--- src/rtl/bcd_time_counter.sv ---
// mm:ss BCD up/down time counter with synchronous preset, hold-or-wrap terminal
// behaviour and a lap freeze that latches the displayed value while counting continues.
module bcd_time_counter #(
  parameter int unsigned MAX_MIN = 59,
  parameter int unsigned WRAP    = 0
) (
  input  logic       clk_1hz,
  input  logic       rst,
  input  logic       en,
  input  logic       dir,
  input  logic       load,
  input  logic [7:0] load_min,
  input  logic [7:0] load_sec,
  input  logic       lap,
  output logic [3:0] led_0,
  output logic [3:0] led_1,
  output logic [3:0] led_2,
  output logic [3:0] led_3,
  output logic       done
);

  localparam logic [3:0]  MaxMinH   = 4'(MAX_MIN / 10);
  localparam logic [3:0]  MaxMinL   = 4'(MAX_MIN % 10);
  localparam logic [7:0]  MaxMinBcd = {MaxMinH, MaxMinL};
  localparam logic [15:0] TopBcd    = {MaxMinBcd, 8'h59};

  // cnt packed as {min_h, min_l, sec_h, sec_l}
  logic [15:0] cnt_q, cnt_d;
  logic [15:0] snap_q, snap_d;
  logic        lap_q, lap_d;

  logic [3:0]  sec_l, sec_h, min_l, min_h;
  logic [15:0] cnt_inc, cnt_dec;
  logic        at_top, at_zero;
  logic        ld_digits_ok, ld_ok;
  logic [15:0] disp;

  assign sec_l = cnt_q[3:0];
  assign sec_h = cnt_q[7:4];
  assign min_l = cnt_q[11:8];
  assign min_h = cnt_q[15:12];

  assign at_top  = (cnt_q == TopBcd);
  assign at_zero = (cnt_q == 16'h0000);

  // Digit-wise compares are only meaningful once every nibble is a legal BCD digit.
  always_comb begin
    ld_digits_ok = (load_min[7:4] <= 4'd9) && (load_min[3:0] <= 4'd9) &&
                   (load_sec[7:4] <= 4'd9) && (load_sec[3:0] <= 4'd9);
    ld_ok        = ld_digits_ok && (load_sec <= 8'h59) && (load_min <= MaxMinBcd);
  end

  // +1 s with BCD carries; the terminal case is handled by the caller.
  always_comb begin
    cnt_inc = cnt_q;
    if (sec_l != 4'd9) begin
      cnt_inc[3:0] = sec_l + 4'd1;
    end else begin
      cnt_inc[3:0] = 4'd0;
      if (sec_h != 4'd5) begin
        cnt_inc[7:4] = sec_h + 4'd1;
      end else begin
        cnt_inc[7:4] = 4'd0;
        if (min_l != 4'd9) begin
          cnt_inc[11:8] = min_l + 4'd1;
        end else begin
          cnt_inc[11:8]  = 4'd0;
          cnt_inc[15:12] = min_h + 4'd1;
        end
      end
    end
  end

  // -1 s with BCD borrows; 00:00 is handled by the caller.
  always_comb begin
    cnt_dec = cnt_q;
    if (sec_l != 4'd0) begin
      cnt_dec[3:0] = sec_l - 4'd1;
    end else begin
      cnt_dec[3:0] = 4'd9;
      if (sec_h != 4'd0) begin
        cnt_dec[7:4] = sec_h - 4'd1;
      end else begin
        cnt_dec[7:4] = 4'd5;
        if (min_l != 4'd0) begin
          cnt_dec[11:8] = min_l - 4'd1;
        end else begin
          cnt_dec[11:8]  = 4'd9;
          cnt_dec[15:12] = min_h - 4'd1;
        end
      end
    end
  end

  always_comb begin
    cnt_d = cnt_q;
    if (load) begin
      // An invalid preset still blocks counting on this edge.
      if (ld_ok) begin
        cnt_d = {load_min, load_sec};
      end
    end else if (en) begin
      if (!dir) begin
        if (at_top) begin
          cnt_d = (WRAP != 0) ? 16'h0000 : cnt_q;
        end else begin
          cnt_d = cnt_inc;
        end
      end else begin
        if (at_zero) begin
          cnt_d = (WRAP != 0) ? TopBcd : cnt_q;
        end else begin
          cnt_d = cnt_dec;
        end
      end
    end
  end

  always_comb begin
    lap_d  = lap;
    snap_d = snap_q;
    if (lap && !lap_q) begin
      snap_d = cnt_q;
    end
  end

  always_ff @(posedge clk_1hz or posedge rst) begin
    if (rst) begin
      cnt_q  <= 16'h0000;
      snap_q <= 16'h0000;
      lap_q  <= 1'b0;
    end else begin
      cnt_q  <= cnt_d;
      snap_q <= snap_d;
      lap_q  <= lap_d;
    end
  end

  always_comb begin
    disp  = lap_q ? snap_q : cnt_q;
    led_0 = disp[3:0];
    led_1 = disp[7:4];
    led_2 = disp[11:8];
    led_3 = disp[15:12];
    done  = dir ? at_zero : at_top;
  end

endmodule

--- config.mk ---
export PLATFORM = sky130hd
export DESIGN_NAME = bcd_time_counter
export DESIGN_NICKNAME = d
export VERILOG_FILES = /design/src/rtl/bcd_time_counter.sv
export SDC_FILE = /design/constraint.sdc
export NUM_CORES = 1
export LEC_CHECK = 0
export ABC_CLOCK_PERIOD_IN_PS = 3200
export BUFFER_PORTS_ARGS = -buffer_cell sky130_fd_sc_hd__buf_2
export CAP_MARGIN = 0
export CORE_MARGIN = 3
export CORE_UTILIZATION = 55
export CTS_CLUSTER_DIAMETER = 150
export DETAILED_ROUTE_END_ITERATION = 10
export GPL_ROUTABILITY_DRIVEN = 0
export PLACE_DENSITY = 0.76
export SYNTH_ARGS = -nofsm -noshare
export SYNTH_HDL_FRONTEND = slang
export SYNTH_SLANG_ARGS = --single-unit
--- constraint.sdc ---
create_clock -name clk_1hz -period 3.2 [get_ports clk_1hz]
set_input_delay 0.8 -clock clk_1hz [delete_from_list [all_inputs] [get_ports clk_1hz]]
set_output_delay 0.8 -clock clk_1hz [all_outputs]
set_load 0.01 [all_outputs]
# After elaboration in Yosys (flattened, before gate mapping)
# Cells that the tools add are included.
# op_classes
eq_ne,13
mux,20
n_addsub,8
order_cmp,6
n_shift,0
bitwise,0
div,0
mul,0
reduce_logical,16
# ops
op,n
$mux W16,7
$mux W4,8
$mux W12,2
$ne A3 B3 Y1 const B,8
$add A4 B1 Y4 const B,4
$eq A16 B15 Y1 const B,1
$le A4 B4 Y1 const B,4
$le A8 B7 Y1 const B,2
$logic_not A16 Y1,1
$mux W8,2
$sub A4 B1 Y4 const B,4
$reduce_bool A4 Y1,3
$reduce_and A10 Y1,1
$ne A4 B4 Y1 const B,2
$reduce_and A8 Y1,1
$logic_and A1 B1 Y1,6
$reduce_and A6 Y1,1
$ne A4 B3 Y1 const B,1
$reduce_and A4 Y1,1
$ne A2 B1 Y1 const B,1
$reduce_bool A2 Y1,1
$logic_not A1 Y1,1
$mux W1,1
# word_totals
output_inout_bits,17
wordCells,69
regBits,33
memories,0
input_bits,22
ram_bits,0
mem_bits_ro,0
latchBits,0

# Logic depth before layout (Yosys ltp)
# depth
word_depth,8
depth_mapped,9

# Worst setup path after synthesis
# Ideal clock, no wire load.
# synth_path
path_kind,input to output
start,input port dir
end,output port done
t_arrival_ps,1892
cell_stages,4
path_slack_ps,508
n_path_buf,0
required_ps,2400
cell_sequence,nand2b_1 or4_1 or3_4 nand2_1
# synth_between
elab_chain_cells,1
# synth_rtl
element,line,text
"start, declared",10,"input logic dir,"
$mux W1,145,done = dir ? at_zero : at_top;
"end, declared",19,output logic done
# Every way passes these cells.

# Worst setup path after layout
# Ends and elaborated chain as after synthesis.

==> out/summary.txt <==
outcome: finished, final reports clean
synthesized area: 2310 µm²
number of antenna violations at the first check in global routing: 0
compound-gate portion of the synthesized area: 0.253
CP Capture Type: primary output
largest net degree at the start of global routing: 34
Final Slew Violations: 0
die width: 70.9 µm
Tmin final: 2.94 ns
number of fill cells in the layout: 341
number of clock buffers inserted by TritonCTS: 5
effective utilization at floorplan: 0.600
routed vias/inst: 5.92
worst hold margin: 0.487 ns
setup fix buffers added after clock tree synthesis: 0
total grt overflow: 0
CTS sink cnt: 33
clock tree from TritonCTS: yes
critical path class: primary input to primary output
arrival time of data at the critical path endpoint: 2.14 ns
clock tree buffer depth: 2
routed via count: 2067
total of flip-flops plus latches after synthesis: 33
Final Hold Vio Count: 0
area growth from synthesis to layout: 12.9%
Skew-Pair Late Insertion Delay: 0.30 ns
maximum frequency from static timing analysis: 0.340 GHz
number of buffers inserted by port buffering: 38
remaining design rule violation count: 0
element type at the critical path start: primary input
total die area: 5020 µm²
share of the clock period used by the worst path: 0.919
transition time at the pin with the least slew margin: 0.631 ns
number of routed nets with antenna violations: 0
simple-gate area share of the yosys netlist: 0.186
IR drop worst, VDD: 0.478 mV
overall routing resource usage: 0.236
Post-Syn Nets: 292
number of DRC markers in iteration 0: 125
Yosys cell types: 57
biggest fanout along the worst timing path: 4
area inside the core boundary: 3850 µm²
number of global-route vias before repair: 1995
number of search-and-repair iterations in the first detailed-routing pass: 4
post-synthesis mux area share: 0.109
library cell used as clock root buffer: sky130_fd_sc_hd__clkbuf_8
post-layout instance area: 2610 µm²
wire length of the first global-routing pass: 9400 µm
Die Span Y: 70.9 µm
number of buffer and inverter instances along the worst setup path: 2
post-synthesis share of cell area spent on full adders, half adders and majority gates: 0.0195
Hold Crit Class: flop to flop
Synth Flop Type: sky130_fd_sc_hd__dfrtp_1
total cell area at the placement stage: 2520 µm²
Placed Instances: 341
clock edge transition at the registers on the reported setup and hold paths: 0.07 ns
total routed wirelength: 5690 µm
share of layout cells above drive strength 1: 0.282
reported max-cap violation count: 0
Crit path max-delay family: simple AND/OR/NAND/NOR gates
Post-CTS Hold Fix Bufs: 0
dominant combinational cell family by area after synthesis: compound AO/OA/AOI/OAI gates
number of gates resized after cts: 0
final antenna diode count: 0
setup-violating endpoint count in the final report: 0
register area share after synthesis: 0.357
number of nets in the finished design: 325
EDFF count, synth: 0
RSZ-0062 raised after global routing: no
count of mapped cells out of synthesis: 267
DP HPWL: 4040 µm
total negative setup slack: 0 ns
count of warnings emitted by yosys: 0
largest stage delay on the critical path: 0.43 ns
worst path cell trace: buf_2 > nand2b_1 > or4_1 > or3_4 > nand2_1 > buf_2
crit-path most repeated cell: sky130_fd_sc_hd__buf_2
number of top-level design ports: 39
clock tree skew after final layout: 0.00809 ns
headroom to the max-slew limit: 0.579
mean routed wirelength per cell: 16.3 µm
reported leakage power: 1.17 nW
final core utilization: 0.678
power density cells: 648 nW/µm²
async set-reset flop share out of synthesis: 1.00
post-route insts no fill: 349
# rows: 22
Clock H-tree levels: 2
Req. time, crit path: 2.40 ns
critical path's slowest cell: sky130_fd_sc_hd__or4_1
XOR/XNOR Fraction of Synth Area: 0.00757
Mean Syn Cell Area: 8.66 µm²
-- worst paths after layout --
| kind | start | endpoint | slack, ns | depth (start not counted) |
|---|---|---|---|---|
| max | dir | done | 0.26 | 6 |
| max reg2reg | cnt_q[0]$_DFFE_PP0P_ | cnt_q[9]$_DFFE_PP0P_ | 0.75 | 7 |
| min reg2reg | snap_q[7]$_DFFE_PP0P_ | snap_q[7]$_DFFE_PP0P_ | 0.49 | 2 |
| max in group asynchronous | rst | cnt_q[10]$_DFFE_PP0P_ | 2.31 | 3 |
| min in group asynchronous | rst | snap_q[2]$_DFFE_PP0P_ | 0.58 | 3 |
| min | snap_q[7]$_DFFE_PP0P_ | snap_q[7]$_DFFE_PP0P_ | 0.49 | 2 |
-- layout by cell type (no fill, tap or decap), types with 2 or more instances in the layout --
master | Yosys | routed
sky130_fd_sc_hd__dfrtp_1 | 33 | 33
sky130_fd_sc_hd__buf_4 | 1 | 10
sky130_fd_sc_hd__ha_1 | 2 | 2
sky130_fd_sc_hd__buf_2 | 1 | 38
sky130_fd_sc_hd__nor2b_1 | 6 | 6
sky130_fd_sc_hd__a21oi_1 | 18 | 18
sky130_fd_sc_hd__o21a_1 | 2 | 2
sky130_fd_sc_hd__or3_4 | 2 | 2
sky130_fd_sc_hd__clkbuf_8 | 0 | 5
sky130_fd_sc_hd__nand2b_1 | 11 | 11
sky130_fd_sc_hd__a2bb2oi_1 | 3 | 3
sky130_fd_sc_hd__o22a_1 | 4 | 4
sky130_fd_sc_hd__nor2_1 | 17 | 17
sky130_fd_sc_hd__inv_1 | 11 | 11
sky130_fd_sc_hd__a21oi_2 | 2 | 2
sky130_fd_sc_hd__o21ai_0 | 28 | 28
sky130_fd_sc_hd__or4_1 | 2 | 2
sky130_fd_sc_hd__o31a_1 | 2 | 2
sky130_fd_sc_hd__a211oi_1 | 4 | 4
sky130_fd_sc_hd__a211o_1 | 4 | 4
sky130_fd_sc_hd__o22ai_1 | 6 | 6
sky130_fd_sc_hd__mux2i_1 | 5 | 5
sky130_fd_sc_hd__nand3_1 | 6 | 6
sky130_fd_sc_hd__mux2_2 | 17 | 17
sky130_fd_sc_hd__or3_1 | 2 | 2
sky130_fd_sc_hd__clkinv_2 | 0 | 2
sky130_fd_sc_hd__nand2_1 | 27 | 27
sky130_fd_sc_hd__o31ai_1 | 2 | 2
sky130_fd_sc_hd__nor3_1 | 3 | 3
-- power breakdown --
group          leakage, nW  switching, mW  total [mW]  internal, mW
registers            0.398          0.145       0.688         0.543
clock network       0.0439          0.172       0.322         0.150
logic                0.724          0.357       0.682         0.325
-- metrics by stage --
step / setup WS (ns) / power, mW
final: 0.258 / 1.69
after CTS: 0.258 / 1.69
after global placement: 0.276 / 1.34
after floorplan: 0.508 / 1.17
after global routing: 0.181 / 1.82
after detailed placement: 0.258 / 1.37
-- kinds of logic (layout without fill, tap and decap cells) --
| group | count (synthesis) | in the layout |
|---|---|---|
| compound gates | 88 | 88 |
| simple gates | 84 | 84 |
| buf+inv | 34 | 68 |
| flops | 33 | 33 |
| mux | 23 | 23 |
| fa+ha+maj | 3 | 3 |
| xor+xnor | 2 | 2 |
-- Yosys cell counts, drive strengths merged, types with 2 or more instances --
cell type	instances	area (µm²)
ha	2	25.0
or4	3	26.3
nor2	18	70.1
nand2b	11	68.8
o21a	2	15.0
o21ai	30	154
a211o	4	35.0
dfrtp	33	826
nand3	6	30.0
or3	4	35.0
nand2	27	101
a21oi	20	108
o22a	4	35.0
a31oi	2	27.5
buf	6	53.8
nor2b	6	37.5
o31a	2	17.5
clkbuf	16	60.1
nor3	3	15.0
mux2	18	203
o31ai	2	15.0
mux2i	5	50.1
a211oi	4	30.0
inv	12	45.0
o22ai	7	50.1
a2bb2oi	3	26.3
-- layer usage --
| metal | vias up | part of all wire | GRT usage |
|---|---|---|---|
| li1 | 1022 | - | - |
| met1 | 977 | 0.44 | 0.301 |
| met2 | 57 | 0.49 | 0.398 |
| met3 | 11 | 0.049 | 0.0412 |
| met4 | 0 | 0.013 | 0.0898 |
| met5 | - | 0 | 0 |
-- state kept, by name (all words and copies together) (netlist names) --
register / cells
cnt_q: 16
snap_q: 16
lap_q: 1
-- cell type report --
type                            instances  area, µm²  share of cell area
Tap cell                               48       60.1              0.0230
Timing Repair Buffer                   48        265               0.102
Sequential cell                        33        826               0.316
Multi-Input combinational cell        200       1330               0.509
Clock inverter                          3       17.5             0.00671
Inverter                               12       45.0              0.0172
Clock buffer                            5       68.8              0.0264
-- worst reg2reg max path: stages (launching register included) --
cell and delay [ns]:
sky130_fd_sc_hd__dfrtp_1 0.50, sky130_fd_sc_hd__nor4_1 0.41, sky130_fd_sc_hd__nand3_1 0.22, sky130_fd_sc_hd__or3_4 0.44, sky130_fd_sc_hd__a31oi_4 0.18, sky130_fd_sc_hd__buf_4 0.27
sky130_fd_sc_hd__or2_2 0.19, sky130_fd_sc_hd__o22ai_1 0.09
Power figures use the tool's default switching activity.
